## config.mk

```make
export PLATFORM = sky130hd
export DESIGN_NAME = frame_draw_sequencer_flat
export DESIGN_NICKNAME = d
export VERILOG_FILES = /design/src/rtl/frame_draw_if.sv /design/src/rtl/frame_draw_sequencer.sv /design/src/flat_wrapper.sv
export SDC_FILE = /design/constraint.sdc
export NUM_CORES = 1
export LEC_CHECK = 0
export CAP_MARGIN = 20
export CORE_MARGIN = 4
export CORE_UTILIZATION = 29
export CTS_CLUSTER_SIZE = 20
export DETAILED_ROUTE_END_ITERATION = 8
export PLACE_DENSITY_LB_ADDON = 0.1
export SKIP_LAST_GASP = 1
export SLEW_MARGIN = 10
export SYNTH_ARGS = -nofsm -noshare
export SYNTH_HDL_FRONTEND = slang
export SYNTH_SLANG_ARGS = --single-unit
```

## constraint.sdc

```tcl
create_clock -name clk -period 3.1 [get_ports clk]
set_clock_uncertainty 0.15 [all_clocks]
set_input_delay 0.93 -clock clk [delete_from_list [all_inputs] [get_ports clk]]
set_output_delay 0.93 -clock clk [all_outputs]
set_load 0.02 [all_outputs]
```

## src/rtl/frame_draw_if.sv

```systemverilog
// Bus between the frame sequencer and its datapath neighbours:
// primitive ROM address, rasterizer req/ack handshake and depth-memory clear port.
interface frame_draw_if #(
    parameter int ADDR_W     = 4,
    parameter int CLR_ADDR_W = 17,
    parameter int DEPTH_W    = 8
) ();
    logic [ADDR_W-1:0]     rom_addr;
    logic                  raster_req;
    logic                  raster_ack;
    logic                  clr_we;
    logic [CLR_ADDR_W-1:0] clr_addr;
    logic [DEPTH_W-1:0]    clr_data;

    modport master (
        output rom_addr,
        output raster_req,
        input  raster_ack,
        output clr_we,
        output clr_addr,
        output clr_data
    );

    modport slave (
        input  rom_addr,
        input  raster_req,
        output raster_ack,
        input  clr_we,
        input  clr_addr,
        input  clr_data
    );
endinterface

```

## src/rtl/frame_draw_sequencer.sv

```systemverilog
// Z-buffer frame sequencer: key press/release -> depth clear -> primitive issue -> frame_done.
// Optional ack watchdog enabled by defining ACK_TIMEOUT_EN.
module frame_draw_sequencer #(
    parameter int N_PRIM     = 16,
    parameter int ADDR_W     = 4,
    parameter int CLR_WORDS  = 76800,
    parameter int CLR_ADDR_W = 17,
`ifdef ACK_TIMEOUT_EN
    parameter int DEPTH_W    = 8,
    parameter int ACK_TIMEOUT = 4096
`else
    parameter int DEPTH_W    = 8
`endif
) (
    input  logic             clk,
    input  logic             rst,
    input  logic             start_key,
    frame_draw_if.master     bus,
    output logic             busy,
    output logic             frame_done,
    output logic             err
);

    typedef enum logic [2:0] {
        S_IDLE,
        S_ARM,
        S_CLEAR,
        S_REQ,
        S_WAIT_ACK,
        S_WAIT_REL,
        S_NEXT,
        S_DONE
    } state_t;

    localparam logic [ADDR_W-1:0]     PRIM_LAST = ADDR_W'(N_PRIM - 1);
    localparam logic [CLR_ADDR_W-1:0] CLR_LAST  = CLR_ADDR_W'(CLR_WORDS - 1);

    state_t                state, state_nxt;
    logic [ADDR_W-1:0]     rom_addr, rom_addr_nxt;
    logic [CLR_ADDR_W-1:0] clr_addr, clr_addr_nxt;
    logic                  key_p0, key_p1;
    logic                  key_s;
    logic                  timeout;
    logic                  clr_we_c, raster_req_c, busy_c, frame_done_c;

    // Two-flop synchronizer for the raw pushbutton; preset to "released"
    always_ff @(posedge clk or negedge rst) begin
        if (!rst) begin
            key_p0 <= 1'b1;
            key_p1 <= 1'b1;
        end else begin
            key_p0 <= start_key;
            key_p1 <= key_p0;
        end
    end

    assign key_s = key_p1;

    always_ff @(posedge clk or negedge rst) begin
        if (!rst) begin
            state    <= S_IDLE;
            rom_addr <= '0;
            clr_addr <= '0;
        end else begin
            state    <= state_nxt;
            rom_addr <= rom_addr_nxt;
            clr_addr <= clr_addr_nxt;
        end
    end

    always_comb begin
        state_nxt    = state;
        rom_addr_nxt = rom_addr;
        clr_addr_nxt = clr_addr;
        clr_we_c     = 1'b0;
        raster_req_c = 1'b0;
        busy_c       = 1'b1;
        frame_done_c = 1'b0;
        case (state)
            S_IDLE: begin
                busy_c = 1'b0;
                if (!key_s) state_nxt = S_ARM;
            end
            S_ARM: begin
                busy_c = 1'b0;
                if (key_s) begin
                    state_nxt    = S_CLEAR;
                    clr_addr_nxt = '0;
                end
            end
            S_CLEAR: begin
                clr_we_c = 1'b1;
                if (clr_addr == CLR_LAST) begin
                    state_nxt    = S_REQ;
                    clr_addr_nxt = '0;
                    rom_addr_nxt = '0;
                end else begin
                    clr_addr_nxt = clr_addr + 1'b1;
                end
            end
            // A stale ack from the previous primitive must clear before a new request
            S_REQ: begin
                if (!bus.raster_ack) state_nxt = S_WAIT_ACK;
            end
            S_WAIT_ACK: begin
                raster_req_c = 1'b1;
                if (bus.raster_ack || timeout) state_nxt = S_WAIT_REL;
            end
            S_WAIT_REL: begin
                if (!bus.raster_ack || timeout) state_nxt = S_NEXT;
            end
            S_NEXT: begin
                if (rom_addr == PRIM_LAST) begin
                    state_nxt = S_DONE;
                end else begin
                    rom_addr_nxt = rom_addr + 1'b1;
                    state_nxt    = S_REQ;
                end
            end
            S_DONE: begin
                frame_done_c = 1'b1;
                rom_addr_nxt = '0;
                state_nxt    = S_IDLE;
            end
            default: begin
                state_nxt = S_IDLE;
            end
        endcase
    end

`ifdef ACK_TIMEOUT_EN
    localparam int WD_W = (ACK_TIMEOUT > 1) ? $clog2(ACK_TIMEOUT) : 1;
    localparam logic [WD_W-1:0] WD_LAST = WD_W'(ACK_TIMEOUT - 1);

    logic [WD_W-1:0] wdog;
    logic            wdog_hit;
    logic            wd_restart;
    logic            err_q;

    assign wdog_hit   = (wdog == WD_LAST);
    assign wd_restart = (state_nxt != state) &&
                        ((state_nxt == S_WAIT_ACK) || (state_nxt == S_WAIT_REL));
    // Timeout only counts when the awaited ack edge has not arrived this cycle
    assign timeout    = wdog_hit &&
                        (((state == S_WAIT_ACK) && !bus.raster_ack) ||
                         ((state == S_WAIT_REL) &&  bus.raster_ack));

    always_ff @(posedge clk or negedge rst) begin
        if (!rst) begin
            wdog  <= '0;
            err_q <= 1'b0;
        end else begin
            if (wd_restart)     wdog <= '0;
            else if (!wdog_hit) wdog <= wdog + 1'b1;
            if (timeout)        err_q <= 1'b1;
        end
    end

    assign err = err_q;
`else
    assign timeout = 1'b0;
    assign err     = 1'b0;
`endif

    assign bus.rom_addr   = rom_addr;
    assign bus.raster_req = raster_req_c;
    assign bus.clr_we     = clr_we_c;
    assign bus.clr_addr   = clr_addr;
    assign bus.clr_data   = '1;
    assign busy           = busy_c;
    assign frame_done     = frame_done_c;

endmodule
```

## src/flat_wrapper.sv

```systemverilog
// flat-port wrapper written by rule: the top's interface ports become plain ports
module frame_draw_sequencer_flat 
#(
    parameter int N_PRIM     = 16,
    parameter int ADDR_W     = 4,
    parameter int CLR_WORDS  = 76800,
    parameter int CLR_ADDR_W = 17,

    parameter int DEPTH_W    = 8

)
  (clk, rst, start_key, busy, frame_done, err, bus_rom_addr, bus_raster_req, bus_raster_ack, bus_clr_we, bus_clr_addr, bus_clr_data);
  frame_draw_if #(.ADDR_W(ADDR_W), .CLR_ADDR_W(CLR_ADDR_W), .DEPTH_W(DEPTH_W)) bus_i ();
  input  logic clk;
  input  logic rst;
  input  logic start_key;
  output logic busy;
  output logic frame_done;
  output logic err;
  output wire logic [$bits(bus_i.rom_addr)-1:0] bus_rom_addr;
  output wire logic [$bits(bus_i.raster_req)-1:0] bus_raster_req;
  input wire logic [$bits(bus_i.raster_ack)-1:0] bus_raster_ack;
  output wire logic [$bits(bus_i.clr_we)-1:0] bus_clr_we;
  output wire logic [$bits(bus_i.clr_addr)-1:0] bus_clr_addr;
  output wire logic [$bits(bus_i.clr_data)-1:0] bus_clr_data;
  assign bus_rom_addr = bus_i.rom_addr;
  assign bus_raster_req = bus_i.raster_req;
  assign bus_i.raster_ack = bus_raster_ack;
  assign bus_clr_we = bus_i.clr_we;
  assign bus_clr_addr = bus_i.clr_addr;
  assign bus_clr_data = bus_i.clr_data;
  frame_draw_sequencer #(.N_PRIM(N_PRIM), .ADDR_W(ADDR_W), .CLR_WORDS(CLR_WORDS), .CLR_ADDR_W(CLR_ADDR_W), .DEPTH_W(DEPTH_W)) u_core (.clk(clk), .rst(rst), .start_key(start_key), .bus(bus_i), .busy(busy), .frame_done(frame_done), .err(err));
endmodule
```

### Word level (Yosys, flattened, before mapping)

Cells that the tools add are included.

| word-level totals | value |
|---|---|
| bits of input ports | 4 |
| word-level logic and storage cells | 48 |
| output and inout port bits | 34 |
| bits in registers | 26 |

| operators by class | value |
|---|---|
| equality and inequality tests | 16 |
| reduce and logical (&&, ||, !) cells | 7 |
| multiplexer cells | 18 |
| add/sub/neg operators | 2 |

Operators with widths:

| operator | number |
|---|---|
| 17-bit two-way mux | 2 |
| 17-bit case mux with 2 select lines | 1 |
| 3-bit case mux with 8 select lines | 1 |
| 3-bit two-way mux | 7 |
| 17-bit by 1-bit adder with 17-bit output (second input constant) | 1 |
| 17-bit == test (second input constant) | 1 |
| 3-bit == test (second input constant) | 4 |
| 4-bit case mux with 3 select lines | 1 |
| 2-bit != test (second input constant) | 5 |
| 4-bit two-way mux | 2 |
| 3-bit by 2-bit == test with 1-bit output (second input constant) | 2 |
| 6-bit AND reduction | 1 |
| 4-bit by 1-bit adder with 4-bit output (second input constant) | 1 |
| 4-bit == test (second input constant) | 1 |
| 1-bit two-way mux | 4 |
| 2-bit by 1-bit != test with 1-bit output (second input constant) | 2 |
| 3-bit by 1-bit == test with 1-bit output (second input constant) | 1 |
| 3-bit zero test | 1 |
| 3-bit AND reduction | 1 |
| 3-bit nonzero test | 1 |
| 2-bit AND reduction | 1 |
| 2-bit nonzero test | 1 |
| 2-bit OR reduction | 1 |

### Logic depth before layout (Yosys ltp)

Gate-level depths: netlist (run 1).

| depth | value |
|---|---|
| depth after elaboration | 3 |
| depth in mapped cells | 7 |
| mapped depth without buffers | 6 |

### Worst setup path after synthesis (run 1)

OpenSTA, ideal clock, no wires.

| timing | value |
|---|---|
| kind | register to output |
| from | register u_core.state[0] |
| to | output bus_clr_we |
| slack | 1.002 ns |
| data arrival time | 1.018 ns |
| stages on the path, launching flop included | 5 |
| path buffers | 1 |
| required time | 2.020 ns |
| path through | dfrtp_1 nand2b_1 or2_1 buf_6 clkinv_2 |

| between the ends | value |
|---|---|
| longest elaborated chain between the ends | 2 |

RTL lines:

| element | RTL line | RTL |
|---|---|---|
| start, declared | frame_draw_sequencer.sv:38 | `state_t state, state_nxt;` |
| start signal, assigned | frame_draw_sequencer.sv:65 | `state <= state_nxt;` |
| 3-bit by 2-bit == test with 1-bit output | frame_draw_sequencer.sv:79 | `case (state)` |
| 1-bit two-way mux | frame_draw_sequencer.sv:79 |  |
| end, declared | flat_wrapper.sv:23 | `output wire logic [$bits(bus_i.clr_we)-1:0] bus_clr_we;` |

No other way between the ends.

### Final worst setup path (run 1)

Same ends and word-level chain as after synthesis.

==> flow_results.org, run 1 <==
** Setup path
- The critical path is of the reg -> out type.
- Counting cells, the worst reg-to-reg path comes to 6.
- Critical R2R Launch :: u_core.bus.clr_addr[0]
- Critical Path RT :: 2.02 ns
- For this design, the slowest cell found on the critical path is sky130_fd_sc_hd__clkdlybuf4s50_1.
- Crit start category :: register
- The signal on the critical path passes through nand2b_1 > or2_1 > clkinv_2 > clkdlybuf4s50_1.
- Worst-path maximum fanout :: 8
- The largest single stage delay on the critical path is 0.61 ns.
- STA puts the critical path data arrival time at 1.85 ns.
- Crit path from :: u_core.state[0]
- STA classifies the critical path endpoint as an output pin.

** STA
- Endpoints failing setup :: 0
- Total negative setup slack :: 0 ns
- The final number of hold-violating endpoints was 0.
- Transition time at the pin with the least slew margin :: approximately 0.7 ns
- Setup repair after global routing left no endpoint under its margin.
- The count of pins over their slew limit came to 0.
- The smallest clock period supported by the final layout is computed as roughly 2.9 ns.
- In this run the tightest slew margin relative to its limit is 53.7%.
- Final period util :: 94.6%
- Highest attainable clock frequency :: 341 MHz

** Power
- Across the VDD grid, the largest voltage drop is 0.245 mV.
- In this run the static leakage power is 0.774 nW.
- Total power density per cell area :: between 600 and 700 nW/um2

** Route
- After detailed routing, the number of vias per cell comes to 5.08.
- Across all layers, the routed design uses between 1000 and 1500 vias.
- DRT iter0 DRCs :: between 90 and 100
- Number of design rule violations left after detail routing :: 0
- Once detail routing completed, the nets flagged for antenna violations numbered 0.
- After detailed routing, the total wire length is 3540 um.
- Routed len/inst :: 13.4 um
- Number of search-and-repair iterations in the first detailed-routing pass :: 4

** Synth
- Top cells by area, synth :: sky130_fd_sc_hd__dfrtp_1 40%, sky130_fd_sc_hd__nand2_1 6.0%, sky130_fd_sc_hd__nand3_1 5.6%
- Yosys printed 0 warnings.
- Library cell occupying the most area in the post-synthesis netlist :: sky130_fd_sc_hd__dfrtp_1
- After synthesis, flip-flops and latches occupy between 40% and 50% of the total area.
- Mean area per synthesized cell :: between 8 and 9 um2
- After synthesis, the share of flip-flops with an asynchronous set or reset is 100%.
- Yosys mapped a number of flops with a built-in enable equal to 0.
- Post-Syn Instances :: 169
- Most frequently used flop master after synthesis :: sky130_fd_sc_hd__dfrtp_1
- Post-synth cell types :: 41
- Summing every instance area after synthesis gives about 1500 um2.
- After synthesis the netlist holds a flip-flop and latch count of 26.
- Synth top area share :: 39.8%

** Place
- Placed cell count :: 260
- Post-detailed-placement half-perimeter wirelength :: 2520 um
- The congestion estimate from routability-driven global placement came to 0.788.
- The count of buffers added on input and output ports is 28.

** Finish
- Post-layout nets :: 204
- Fin cells :: 264
- Layout cell share with drive strength beyond 1 :: 9.14%
- Leading cell type in the layout, fill and taps excluded :: sky130_fd_sc_hd__clkdlybuf4s50_1
- The area growth from synthesis to layout is 24.2%.
- The library cells used most frequently in the layout, excluding fill and tap cells, are 28 x sky130_fd_sc_hd__clkdlybuf4s50_1, 24 x sky130_fd_sc_hd__nand2_1, 24 x sky130_fd_sc_hd__dfrtp_1.
- Total of fill cells in the finished design :: 513
- The repair_antennas step left the layout with diodes totalling 0.

** Job
- Reported max-cap violation count :: 0

** Die
- Floorplan die height :: about 80 um
- The floorplan step defined a die boundary enclosing 6420 um2.
- Width of the die :: 80.1 um
- The initial utilization of the core area, before any placement, comes to 30.9%.
- After floorplanning, the core was sized to cover about 4900 um2.
- Count of pins on the block boundary :: 38
- Cell Rows :: 25

** Clock network
- Clk pin slew, worst setup/hold paths :: around 0.09 ns
- Skew-Pair Late Insertion Delay :: between 0.2 and 0.3 ns
- TritonCTS built the clock tree.
- Clock sinks :: 26
- Buffer cell driving the clock tree root :: sky130_fd_sc_hd__clkbuf_8
- Once the clock tree was built, the resizer swapped 0 gates to a different size.
- Buffers added to address setup during post-CTS repair amount to 0.
- CTS built an H-tree with a depth of 1.
- Number of CTS-inserted buffers :: 3
- Buffer levels on the longest clock path :: 2
- Hold-fix buffers at CTS :: 0

** Min path
- Worst hold start :: u_core.key_p0
- Worst hold path type :: reg -> reg
- Hold path depth :: 0

** Global routing
- Total overflow reported by the global router :: 0
- Total track usage :: 12.3%
- Entering global routing, the biggest net connects 27 pins.
- Vias in the first global route :: ~1300
- The initial antenna violation count came to 0.
- Global-route wire length before repair :: 6250 um

** Outcome
- The flow ran to the end, and the final reports show no timing, DRC or antenna violations.
-- cells in the mapped netlist, types with 2 or more instances --
cell type / number
sky130_fd_sc_hd__dfrtp_1: 24
sky130_fd_sc_hd__nand2_1: 24
sky130_fd_sc_hd__nand3_1: 17
sky130_fd_sc_hd__o21ai_0: 13
sky130_fd_sc_hd__nor2_1: 11
sky130_fd_sc_hd__buf_4: 9
sky130_fd_sc_hd__and3_1: 5
sky130_fd_sc_hd__o311ai_0: 5
sky130_fd_sc_hd__inv_1: 4
sky130_fd_sc_hd__nand4_1: 4
sky130_fd_sc_hd__o21ai_1: 4
sky130_fd_sc_hd__a21oi_1: 3
sky130_fd_sc_hd__a31oi_1: 3
sky130_fd_sc_hd__nand2b_1: 3
sky130_fd_sc_hd__o31ai_1: 3
sky130_fd_sc_hd__a22o_1: 2
sky130_fd_sc_hd__buf_6: 2
sky130_fd_sc_hd__clkbuf_1: 2
sky130_fd_sc_hd__conb_1: 2
sky130_fd_sc_hd__dfstp_2: 2
sky130_fd_sc_hd__ha_1: 2
sky130_fd_sc_hd__nand3_2: 2
sky130_fd_sc_hd__nand3b_1: 2
sky130_fd_sc_hd__nor3_1: 2
sky130_fd_sc_hd__o211ai_1: 2
sky130_fd_sc_hd__or2_2: 2
-- registers in the layout, summed over array words and instances (netlist names) --
| register | cells |
|---|---|
| u_core.key_p1 | 1 |
| u_core.key_p0 | 1 |
| u_core.bus.rom_addr | 4 |
| u_core.state | 3 |
| u_core.bus.clr_addr | 17 |
-- worst max-delay path: cells and delay by family, from the launching register on --
kind,cells,cell delay [ns]
flip-flops,1,0.45
AND/OR/NAND/NOR,2,0.42
buffers and inverters,2,0.72
-- metrics by stage --
step / hold WS [ns] / instance area, um2 / total power [mW] / worst slack, ns / utilization [%]
finish: 0.209 / 1870 / 1.28 / 0.166 / 38.4
CTS: 0.211 / 1870 / 1.30 / 0.148 / 38.4
global placement: 0.196 / 1820 / 1.06 / 0.480 / 37.3
global route: 0.215 / 1870 / 1.39 / 0.0581 / 38.4
floorplan: 0.195 / 1530 / 0.877 / 1.00 / -
detailed placement: 0.197 / 1820 / 1.07 / 0.454 / 37.3
-- power by group --
part | internal, mW | total, mW | switching [mW]
clock network | 0.113 | 0.219 | 0.106
logic | 0.226 | 0.593 | 0.367
registers | 0.392 | 0.464 | 0.0718
-- cell families (layout without fill, tap and decap cells) --
family / Yosys count / in the layout / share of synthesized area [%]
buffers and inverters: 19 / 40 / 8.13
multiplexers: 1 / 1 / 0.664
AO/OA/AOI/OAI: 41 / 41 / 18.8
other: 2 / 9 / 0.498
AND/OR/NAND/NOR: 77 / 77 / 26.4
XOR/XNOR: 1 / 1 / 0.581
flip-flops: 26 / 26 / 43.3
adder cells (fa/ha/maj): 2 / 2 / 1.66
-- final timing paths --
check	to	slack (ns)
worst min register to register	u_core.key_p1	0.21
worst max register to register	u_core.bus.clr_addr[14]	0.87
min in group asynchronous	u_core.bus.rom_addr[1]	0.88
worst min-delay path	u_core.key_p1	0.21
worst max-delay path	bus_clr_we	0.17
max in group asynchronous	u_core.key_p1	1.62
-- area by class of cell --
type	count	area, um2	area share (%)
clock buffers	4	55.1	2.94
repair buffers	31	303	16.2
inverters	5	20.0	1.07
flip-flops and latches	26	653	34.9
multi-input cells	131	758	40.5
well taps	67	83.8	4.48
-- metal layers --
metal	share of wire (%)	vias up	track usage, %
li1	-	648	-
met1	48	658	17.0
met2	47	33	19.6
met3	4.4	2	1.79
met4	0.54	0	3.89
met5	0	-	0
Power figures use the tool's default switching activity.
==> inputs of run 2 (changes only) <==
--- a/config.mk
+++ b/config.mk
@@ -6,7 +6,6 @@
 export NUM_CORES = 1
 export LEC_CHECK = 0
 export CAP_MARGIN = 20
-export CORE_MARGIN = 4
 export CORE_UTILIZATION = 29
 export CTS_CLUSTER_SIZE = 20
 export DETAILED_ROUTE_END_ITERATION = 8
==> flow_results.org, run 2 (same netlist as run 1, synthesis figures left out) <==
** Global routing
- The initial antenna violation count came to 0 (unchanged).
- Global-route wire length before repair :: 5650 um (-9.6%)
- The number of global-route vias before repair was 1159 (-8.3%).
- The total congestion overflow was 0 (unchanged).
- The total global routing track utilization was 13.6% (+1.4 points).
- Largest net degree at the start of global routing :: 18 (-33%)

** Die
- The width of the die is 74.1 um (-7.5%).
- Starting density of the core :: 31.1% (+0.20 points)
- The number of core rows was 25 (unchanged).
- Core area :: 4850 um2 (-0.64%)
- Die Area :: 5490 um2 (-14%)
- The die height is 74.1 um (-7.5%).
- The top-level I/O count is 38 (unchanged).

** STA
- The total setup violations reported at the end of the flow was 0 (unchanged).
- Worst relative slew slack :: 54.0% (+0.32 points)
- Transition time at the pin with the least slew margin :: 0.690 ns (-0.00479 ns)
- The worst hold slack was 0.211 ns (+0.00193 ns).
- Hold Violations, Final :: 0 (unchanged)
- Setup repair after global routing left no endpoint under its margin.
- Final max-slew violation count :: 0 (unchanged)
- The setup TNS is 0 ns (unchanged).
- Final period util :: 95.3% (+0.60 points)
- Final Critical Period :: 2.95 ns (+0.0187 ns)
- The achievable frequency was 339 MHz (-0.63%).

** Route
- The number of optimization iterations in the first detailed-route pass is 4 (unchanged).
- Post-detailed-route count of antenna-violating nets :: 0 (unchanged)
- The detailed-route via count came to 1292 (-3.7%).
- Routed len/inst :: 13.2 um (-1.9%)
- The DRC violation count after routing came to 0 (unchanged).
- DRT iter0 DRCs :: 47 (-53%)
- Vias per std cell :: 4.89 (-3.7%)
- Wirelength, routed :: 3470 um (-1.9%)

** Place
- The final weighted congestion in routability-driven placement is 0.737 (-6.5%).
- Total of buffers placed on input and output ports :: 28 (unchanged)
- The total half-perimeter wirelength after legalization and detailed placement came to 2460 um (-2.3%).
- The number of cells in the design after placement is 260 (unchanged).

** Clock network
- Count of H-tree levels built during CTS :: 1 (unchanged)
- Postcts setup bufs :: 0 (unchanged)
- Clock tree synthesis selected as its root buffer the cell sky130_fd_sc_hd__clkbuf_8.
- The total number of clock tree sinks is 26 (unchanged).
- The total clock buffers created by CTS is 3 (unchanged).
- The number of buffers inserted for hold repair after clock tree synthesis was 0 (unchanged).
- The later-pin clock latency in the skew report was 0.27 ns (about the same).
- TritonCTS built the clock tree.
- The number of gates resized after CTS came to 0 (unchanged).
- Buffer levels on the longest clock path :: 2 (unchanged)
- The clock transition at the registers of the reported paths is 0.09 ns (about the same).

** Job
- The reported max-cap violation count was 0 (unchanged).

** Setup path
- Crit start category :: register
- STA classifies the critical path endpoint as an output pin.
- Slowest library cell on the worst path :: sky130_fd_sc_hd__clkdlybuf4s50_1
- The peak per-stage delay on the critical path is 0.61 ns (about the same).
- Traced cell by cell, the critical path runs through nand2b_1 > or2_1 > clkinv_2 > clkdlybuf4s50_1.
- The number of buffer and inverter instances along the worst setup path came to 2 (unchanged).
- Kind of cell with the highest combined delay on the critical path :: buffers and inverters
- The data arrival at the endpoint of the critical path is 1.87 ns (+0.02 ns).
- The critical path is of the reg -> out type.
- The worst endpoint required time is 2.02 ns (about the same).
- Worst-path maximum fanout :: 8 (unchanged)

** Power
- The switching part of the total power was 43.0% (+0.34 points).
- Reg power frac :: 36.2% (about the same)
- Combinational group share of total power :: 46.4% (about the same)
- The highest ir drop seen on vdd is 0.324 mV (+32%).
- The leakage component of the power is 0.774 nW (unchanged).
- The internal power summed over all cells is 732 uW (about the same).
- Total power density per cell area :: 686 nW/um2 (+0.65%)
- Clock network fraction of design power :: 17.5% (+0.3 points)
- The switching power total is 553 uW (+1.5%).

** Finish
- Most used cells in the layout excluding fill and tap cells :: 28 x sky130_fd_sc_hd__clkdlybuf4s50_1, 24 x sky130_fd_sc_hd__nand2_1, 24 x sky130_fd_sc_hd__dfrtp_1
- The largest registers in the layout are u_core.bus.clr_addr x17, u_core.bus.rom_addr x4, u_core.state x3.
- The final standard cell count with taps included and fillers excluded was 264 (unchanged).
- Layout cell share with drive strength beyond 1 :: 9.14% (unchanged)
- Area growth from synthesis to final layout :: 24.2% (unchanged)
- Number of diodes :: 0 (unchanged)
- The flip-flop count of the largest register after layout was 17 (unchanged).
- The library cell used most frequently in the layout, excluding fill and tap cells, is sky130_fd_sc_hd__clkdlybuf4s50_1.
- Post-layout nets :: 204 (unchanged)
- Register name with the most flops :: u_core.bus.clr_addr

** Outcome
- Run status :: finished, final reports clean

** Min path
- The tightest min-delay check is of the reg -> reg type.
[run 2: per-layer routing]
metal / vias up / part of all wire (%) / GRT usage [%]
li1: 646 / - / -
met3: 2 / 4.9 / 3.79
met5: - / 0 / 0
met2: 36 / 46 / 21.6
met4: 0 / 0.63 / 3.21
met1: 608 / 49 / 18.5
[run 2: stage by stage]
step / worst slack (ns) / power, mW / util [%] / cell area [um2]
finish: 0.147 / 1.28 / 38.6 / 1870
detailed placement: 0.457 / 1.07 / 37.5 / 1820
global placement: 0.482 / 1.06 / 37.5 / 1820
global route: 0.0739 / 1.38 / 38.6 / 1870
floorplan: 1.00 / 0.877 / - / 1530
CTS: 0.138 / 1.30 / 38.6 / 1870
[run 2: worst paths after layout]
path / start / endpoint / slack, ns / cells after the start
worst max-delay path: u_core.state[0] / bus_clr_we / 0.15 / 4
worst min-delay path: u_core.key_p0 / u_core.key_p1 / 0.21 / 0
worst max register to register: u_core.bus.clr_addr[0] / u_core.bus.clr_addr[14] / 0.92 / 6
worst min register to register: u_core.key_p0 / u_core.key_p1 / 0.21 / 0
max in group asynchronous: rst / u_core.bus.clr_addr[13] / 1.28 / 2
min in group asynchronous: rst / u_core.bus.rom_addr[0] / 0.87 / 1
[run 2: power groups by stage]
stage                     combinational, mW  clock [mW]  sequential (mW)
after CTS                             0.600       0.236            0.464
after global placement                0.595           0            0.466
final                                 0.596       0.224            0.465
after global routing                  0.657       0.248            0.474
after floorplan                       0.384           0            0.493
after detailed placement              0.599           0            0.471
[run 2: layout make-up]
cell class,instances,area (um2)
Fill cell,500,2980
Sequential cell,26,653
Inverter,5,20.0
Multi-Input combinational cell,131,758
Clock buffer,4,55.1
Tap cell,67,83.8
Timing Repair Buffer,31,303
==> inputs of run 3 (changes only) <==
--- a/config.mk
+++ b/config.mk
@@ -10,7 +10,6 @@
 export CTS_CLUSTER_SIZE = 20
 export DETAILED_ROUTE_END_ITERATION = 8
 export PLACE_DENSITY_LB_ADDON = 0.1
-export SKIP_LAST_GASP = 1
 export SLEW_MARGIN = 10
 export SYNTH_ARGS = -nofsm -noshare
 export SYNTH_HDL_FRONTEND = slang
==> results of run 3 <==
No change in the layout: final DEF, timing and power equal those of run 2.
